[src/rtl/code_nco_pkg.sv]
// Shared definitions for the GPS code NCO slice.
// Provides default widths/epoch length and the per-cycle operation type
// used by the accumulator control in code_nco.
package gps_nco_pkg;

    localparam int unsigned ACC_W_DEF           = 32;
    localparam int unsigned CHIP_W_DEF          = 10;
    localparam int unsigned CHIPS_PER_EPOCH_DEF = 1023;
    localparam int unsigned EPOCH_W             = 16;

    // What the accumulator does on a given cycle (reset handled separately).
    typedef enum logic [1:0] {
        OP_HOLD    = 2'd0,
        OP_LOAD    = 2'd1,
        OP_ADVANCE = 2'd2
    } nco_op_e;

endpackage

[src/rtl/code_nco_if.sv]
// Control/status bundle for code_nco.
// master: drives en, wr_fcw/fcw_in, wr_phase/phase_in/chip_init and observes
//         plusSignal, overSignal, chip_idx, epoch_cnt, phase_out.
// slave:  the NCO itself (opposite directions).
interface code_nco_if
    import gps_nco_pkg::*;
#(
    parameter int unsigned ACC_W  = ACC_W_DEF,
    parameter int unsigned CHIP_W = CHIP_W_DEF
) ();

    logic               en;
    logic               wr_fcw;
    logic [ACC_W-1:0]   fcw_in;
    logic               wr_phase;
    logic [ACC_W-1:0]   phase_in;
    logic [CHIP_W-1:0]  chip_init;
    logic               plusSignal;
    logic               overSignal;
    logic [CHIP_W-1:0]  chip_idx;
    logic [EPOCH_W-1:0] epoch_cnt;
    logic [ACC_W-1:0]   phase_out;

    modport master (
        output en, wr_fcw, fcw_in, wr_phase, phase_in, chip_init,
        input  plusSignal, overSignal, chip_idx, epoch_cnt, phase_out
    );

    modport slave (
        input  en, wr_fcw, fcw_in, wr_phase, phase_in, chip_init,
        output plusSignal, overSignal, chip_idx, epoch_cnt, phase_out
    );

endinterface

[src/rtl/chip_epoch_counter.sv]
// Chip index / epoch counter driven by accumulator carry ticks.
// Ports:
//   clk, reset  - clock, synchronous active-high reset
//   load        - load chip index from load_val (out-of-range values load 0)
//   load_val    - chip index load value
//   tick        - accumulator carry this cycle (advance chip index)
//   chip_idx    - current chip index, 0..CHIPS_PER_EPOCH-1
//   epoch_cnt   - completed epochs, modulo 2^16
//   over        - registered pulse: the last tick wrapped chip_idx to 0
module chip_epoch_counter
    import gps_nco_pkg::*;
#(
    parameter int unsigned CHIP_W          = CHIP_W_DEF,
    parameter int unsigned CHIPS_PER_EPOCH = CHIPS_PER_EPOCH_DEF
) (
    input  logic               clk,
    input  logic               reset,
    input  logic               load,
    input  logic [CHIP_W-1:0]  load_val,
    input  logic               tick,
    output logic [CHIP_W-1:0]  chip_idx,
    output logic [EPOCH_W-1:0] epoch_cnt,
    output logic               over
);

    localparam logic [CHIP_W-1:0] LAST_CHIP = CHIP_W'(CHIPS_PER_EPOCH - 1);

    logic wrap;

    assign wrap = tick && (chip_idx == LAST_CHIP);

    always_ff @(posedge clk) begin
        if (reset) begin
            chip_idx  <= '0;
            epoch_cnt <= '0;
            over      <= 1'b0;
        end else if (load) begin
            chip_idx <= (load_val > LAST_CHIP) ? '0 : load_val;
            over     <= 1'b0;
        end else if (tick) begin
            chip_idx <= wrap ? '0 : chip_idx + CHIP_W'(1);
            over     <= wrap;
            if (wrap) begin
                epoch_cnt <= epoch_cnt + EPOCH_W'(1);
            end
        end else begin
            over <= 1'b0;
        end
    end

endmodule

[src/rtl/code_nco.sv]
// Code NCO: phase accumulator producing one chip tick per carry-out, with
// chip index and epoch tracking in chip_epoch_counter.
// Ports:
//   clk, reset - clock, synchronous active-high reset
//   bus        - code_nco_if slave: en, wr_fcw/fcw_in, wr_phase/phase_in/
//                chip_init in; plusSignal, overSignal, chip_idx, epoch_cnt,
//                phase_out out (all registered)
module code_nco
    import gps_nco_pkg::*;
#(
    parameter int unsigned ACC_W           = ACC_W_DEF,
    parameter int unsigned CHIP_W          = CHIP_W_DEF,
    parameter int unsigned CHIPS_PER_EPOCH = CHIPS_PER_EPOCH_DEF
) (
    input logic      clk,
    input logic      reset,
    code_nco_if.slave bus
);

    logic [ACC_W-1:0] acc;
    logic [ACC_W-1:0] fcw;
    logic [ACC_W:0]   sum;
    logic             tick;
    logic             load;
    logic             plus_q;
    nco_op_e          op;

    // Phase load wins over accumulation; the add always uses the fcw
    // currently held, so a same-cycle fcw write only affects later cycles.
    always_comb begin
        sum  = {1'b0, acc} + {1'b0, fcw};
        op   = OP_HOLD;
        if (bus.wr_phase) begin
            op = OP_LOAD;
        end else if (bus.en) begin
            op = OP_ADVANCE;
        end
        load = (op == OP_LOAD);
        tick = (op == OP_ADVANCE) && sum[ACC_W];
    end

    always_ff @(posedge clk) begin
        if (reset) begin
            acc    <= '0;
            fcw    <= '0;
            plus_q <= 1'b0;
        end else begin
            if (bus.wr_fcw) begin
                fcw <= bus.fcw_in;
            end
            plus_q <= tick;
            case (op)
                OP_LOAD:    acc <= bus.phase_in;
                OP_ADVANCE: acc <= sum[ACC_W-1:0];
                default:    acc <= acc;
            endcase
        end
    end

    assign bus.plusSignal = plus_q;
    assign bus.phase_out  = acc;

    chip_epoch_counter #(
        .CHIP_W          (CHIP_W),
        .CHIPS_PER_EPOCH (CHIPS_PER_EPOCH)
    ) u_chip_epoch_counter (
        .clk       (clk),
        .reset     (reset),
        .load      (load),
        .load_val  (bus.chip_init),
        .tick      (tick),
        .chip_idx  (bus.chip_idx),
        .epoch_cnt (bus.epoch_cnt),
        .over      (bus.overSignal)
    );

endmodule

[src/flat_wrapper.sv]
// flat-port wrapper written by rule: the top's interface ports become plain ports
module code_nco_flat import gps_nco_pkg::*;
#(
    parameter int unsigned ACC_W           = ACC_W_DEF,
    parameter int unsigned CHIP_W          = CHIP_W_DEF,
    parameter int unsigned CHIPS_PER_EPOCH = CHIPS_PER_EPOCH_DEF
)
  (clk, reset, bus_en, bus_wr_fcw, bus_fcw_in, bus_wr_phase, bus_phase_in, bus_chip_init, bus_plusSignal, bus_overSignal, bus_chip_idx, bus_epoch_cnt, bus_phase_out);
  code_nco_if #(.ACC_W(ACC_W), .CHIP_W(CHIP_W)) bus_i ();
  input logic clk;
  input logic reset;
  input wire logic [$bits(bus_i.en)-1:0] bus_en;
  input wire logic [$bits(bus_i.wr_fcw)-1:0] bus_wr_fcw;
  input wire logic [$bits(bus_i.fcw_in)-1:0] bus_fcw_in;
  input wire logic [$bits(bus_i.wr_phase)-1:0] bus_wr_phase;
  input wire logic [$bits(bus_i.phase_in)-1:0] bus_phase_in;
  input wire logic [$bits(bus_i.chip_init)-1:0] bus_chip_init;
  output wire logic [$bits(bus_i.plusSignal)-1:0] bus_plusSignal;
  output wire logic [$bits(bus_i.overSignal)-1:0] bus_overSignal;
  output wire logic [$bits(bus_i.chip_idx)-1:0] bus_chip_idx;
  output wire logic [$bits(bus_i.epoch_cnt)-1:0] bus_epoch_cnt;
  output wire logic [$bits(bus_i.phase_out)-1:0] bus_phase_out;
  assign bus_i.en = bus_en;
  assign bus_i.wr_fcw = bus_wr_fcw;
  assign bus_i.fcw_in = bus_fcw_in;
  assign bus_i.wr_phase = bus_wr_phase;
  assign bus_i.phase_in = bus_phase_in;
  assign bus_i.chip_init = bus_chip_init;
  assign bus_plusSignal = bus_i.plusSignal;
  assign bus_overSignal = bus_i.overSignal;
  assign bus_chip_idx = bus_i.chip_idx;
  assign bus_epoch_cnt = bus_i.epoch_cnt;
  assign bus_phase_out = bus_i.phase_out;
  code_nco #(.ACC_W(ACC_W), .CHIP_W(CHIP_W), .CHIPS_PER_EPOCH(CHIPS_PER_EPOCH)) u_core (.clk(clk), .reset(reset), .bus(bus_i));
endmodule
[config.mk]
export PLATFORM = sky130hd
export DESIGN_NAME = code_nco_flat
export DESIGN_NICKNAME = d
export VERILOG_FILES = /design/src/rtl/code_nco_pkg.sv /design/src/rtl/code_nco_if.sv /design/src/rtl/chip_epoch_counter.sv /design/src/rtl/code_nco.sv /design/src/flat_wrapper.sv
export SDC_FILE = /design/constraint.sdc
export NUM_CORES = 1
export LEC_CHECK = 0
export ABC_AREA = 1
export BUFFER_PORTS_ARGS = -buffer_cell sky130_fd_sc_hd__buf_2
export CORE_MARGIN = 10
export CORE_UTILIZATION = 30
export CTS_BUF_LIST = sky130_fd_sc_hd__clkbuf_8
export DETAILED_ROUTE_END_ITERATION = 16
export GPL_TIMING_DRIVEN = 0
export HOLD_SLACK_MARGIN = 0.03
export SETUP_SLACK_MARGIN = 0.15
export SLEW_MARGIN = 20
export SYNTH_ARGS = -nofsm -noshare
export SYNTH_HDL_FRONTEND = slang
export SYNTH_HIERARCHICAL = 1
export SYNTH_SLANG_ARGS = --single-unit
[constraint.sdc]
create_clock -name clk -period 3.6 [get_ports clk]
set_input_delay 0.36 -clock clk [delete_from_list [all_inputs] [get_ports clk]]
set_output_delay 0.36 -clock clk [all_outputs]
set_load 0.02 [all_outputs]
==> results.sh <==
export IMPL_grt_max_degree=19
export IMPL_min_path_type="in -> reg"
export IMPL_io_pins=139
export IMPL_relSlewSlack=0.502
export IMPL_post_drt_wl_per_cell_um=14.8
export IMPL_core_sq_um=21200
export IMPL_yosysTopAreaCellShare=0.282
export IMPL_multi_input_comb_area_sq_um=3960
export IMPL_synth_most_common_cell="nand2_1"
export IMPL_seq_area_frac_synth=0.282
export IMPL_dp_hpwl_um=18100
export IMPL_clock_path_buffers=2
export IMPL_required_ns=3.89
export IMPL_slew_viol_final=0
export IMPL_synth_cell_area_sq_um=6540
export IMPL_routabilityCongestion=0.907
export IMPL_fin_skew_ns=0.0162
export IMPL_wl_um=22400
export IMPL_drive_gt1_frac=0.167
export IMPL_clkTransAtPathRegs_ns=0.11
export IMPL_synth_area_top_cells="dfxtp_1, nand2_1, inv_1"
export IMPL_final_nets=1343
export IMPL_die_area_sq_um=28100
export IMPL_grt_total_usage=0.152
export IMPL_drtPass1Iterations=5
export IMPL_clock_root_buffer="clkbuf_8"
export IMPL_arrival_ns=3.23
export IMPL_async_flop_share=0
export IMPL_finalSetupViolCount=0
export IMPL_rsz0062_at_grt="false"
export IMPL_ys_warnings_count=6
export IMPL_grt_pass1_vias=6683
export IMPL_syn_num_nets=1195
export IMPL_grt_remaining_overflow=0
export IMPL_place_inst=1492
export IMPL_worstSetupEndpointType="register"
export IMPL_hold_buffers=0
export IMPL_final_setup_tns_ns=0
export IMPL_netlist_top_cells_count="nand2_1, inv_1, nor2_1"
export IMPL_register_area_sq_um=1840
export IMPL_synth_edff_count=0
export IMPL_p_leak_nw=4.06
export IMPL_syn_inst=1080
export IMPL_fin_hold_ws_ns=0.182
export IMPL_clock_sinks=92
export IMPL_critPathMaxFanout=10
export IMPL_fmax_ghz=0.340
export IMPL_hold_viol=0
export IMPL_diodes=0
export IMPL_ir_drop_v=0.000152
export IMPL_cts_made_buffers=9
export IMPL_max_cap_viol_count=0
export IMPL_synth_largest_area_cell="dfxtp_1"
export IMPL_ant_nets=0
export IMPL_crit_type="reg -> reg"
export IMPL_ys_flop_type="dfxtp_1"
export IMPL_die_h_um=168
export IMPL_start_util=0.308
export IMPL_cts_tree="done"
export IMPL_num_vias=7091
export IMPL_place_ws_ns=0.717
export IMPL_period_needed_ns=2.94
export IMPL_grt_pass1_wl_um=34900
export IMPL_outcome="completed"
export IMPL_tightest_slew_ns=0.746
export IMPL_cts_setup_buffers=0
export IMPL_io_buffer_count=137
export IMPL_stdcell_count=1508
export IMPL_min_period_over_period=0.816
export IMPL_p_per_area_nw_per_um2=314
export IMPL_rows=53
export IMPL_antenna_found_initial=0
export IMPL_utilization=0.366
export IMPL_insertion_delay_ns=0.39
export IMPL_htreeDepth=3
export IMPL_fill_cells=2418
export IMPL_die_w_um=168
export IMPL_startpoint_type="register"
export IMPL_drc=0
export IMPL_setup_ws_ns=0.661
export IMPL_area_growth_pct=18.7
export IMPL_synth_area_per_cell_sq_um=6.06
export IMPL_drtIter0Drc=552
export IMPL_ctsResizeCount=0
export IMPL_synth_seq_cells=92
export IMPL_yosysUniqueCellTypes=36
export IMPL_viasPerCell=4.70
[path summary, 6_finish.rpt]
check | cells past startpoint | start | to | slack [ns]
setup reg to reg | 17 | u_core/bus.phase_out[0]$_SDFFE_PP0P_ | u_core/u_chip_epoch_counter/chip_idx[4]$_SDFFE_PP0P_ | 0.66
setup / recovery | 17 | u_core/bus.phase_out[0]$_SDFFE_PP0P_ | u_core/u_chip_epoch_counter/chip_idx[4]$_SDFFE_PP0P_ | 0.66
hold reg to reg | 2 | u_core/bus.phase_out[20]$_SDFFE_PP0P_ | u_core/bus.phase_out[20]$_SDFFE_PP0P_ | 0.50
hold / removal | 3 | bus_fcw_in[22] | u_core/fcw[22]$_SDFFE_PP0P_ | 0.18
[kinds of logic (layout without fill, tap and decap cells)]
kind of cell,after synthesis,count (layout),synth area share
simple gates,580,580,0.373
flops,92,92,0.282
xor+xnor,7,7,0.00937
fa+ha+maj,36,36,0.0700
compound gates,178,178,0.153
buf+inv,187,340,0.113
[layout make-up]
class / count / area share
plain buffers: 29 / 0.0192
clock buffers: 9 / 0.0160
clock inverters: 7 / 0.00855
inverters: 158 / 0.0764
multi-input cells: 801 / 0.510
flip-flops and latches: 92 / 0.237
well taps: 275 / 0.0443
repair buffers: 137 / 0.0884
[through the flow]
stage	area [sq um]	total power, mW
after floorplan	6540	1.53
after global placement	7570	1.74
after detailed placement	7570	1.74
after CTS	7760	2.47
after global routing	7760	2.60
final	7760	2.44
[critical path: stages, from the launching register on]
cell and delay, ns:
dfxtp_1 0.34, ha_1 0.22, fa_1 0.43, nand3_1 0.12
nand3_2 0.13, nand2_1 0.12, nand3_2 0.12, nand2_2 0.10
nand2_2 0.06, nand4_1 0.07, nand2_1 0.08, nand2_1 0.10
inv_1 0.08, nor2_2 0.28, inv_1 0.11, clkbuf_2 0.20
o21ai_0 0.21, a21oi_1 0.06
[routing by layer]
| layer | vias up | GRT usage | wire length [um] |
|---|---|---|---|
| met5 | - | 0 | 0 |
| met4 | 0 | 0.0416 | 383 |
| met3 | 26 | 0.0307 | 1140 |
| met2 | 180 | 0.250 | 10100 |
| met1 | 3157 | 0.197 | 10800 |
| li1 | 3728 | - | - |
[where the power goes]
part	internal, mW	total (mW)	switching (mW)	leakage (nW)
Clock	0.271	0.714	0.443	0.0986
Combinational	0.210	0.596	0.386	3.21
Sequential	1.08	1.13	0.0494	0.759
[cells in the final DEF, fill, tap and decap left out, drive strengths merged, types with 2 or more instances in the layout]
cell / Yosys / routed
dfxtp: 92 / 92
nor2: 161 / 161
a22oi: 28 / 28
clkbuf: 20 / 29
a21oi: 86 / 86
nand2: 333 / 333
o21ai: 60 / 60
buf: 9 / 146
ha: 35 / 35
clkinv: 0 / 2
and3: 3 / 3
xor2: 6 / 6
nor3: 4 / 4
nand4: 12 / 12
nand3b: 7 / 7
or2: 3 / 3
o21bai: 2 / 2
inv: 158 / 163
nand3: 56 / 56
[sequential cells by signal (all words and copies together), names as in the netlist]
register,flops
u_core/u_chip_epoch_counter/epoch_cnt,16
u_core/u_chip_epoch_counter/over,1
u_core/fcw,32
u_core/bus.phase_out,32
u_core/bus.plusSignal,1
u_core/u_chip_epoch_counter/chip_idx,10
Power figures use the tool's default switching activity.
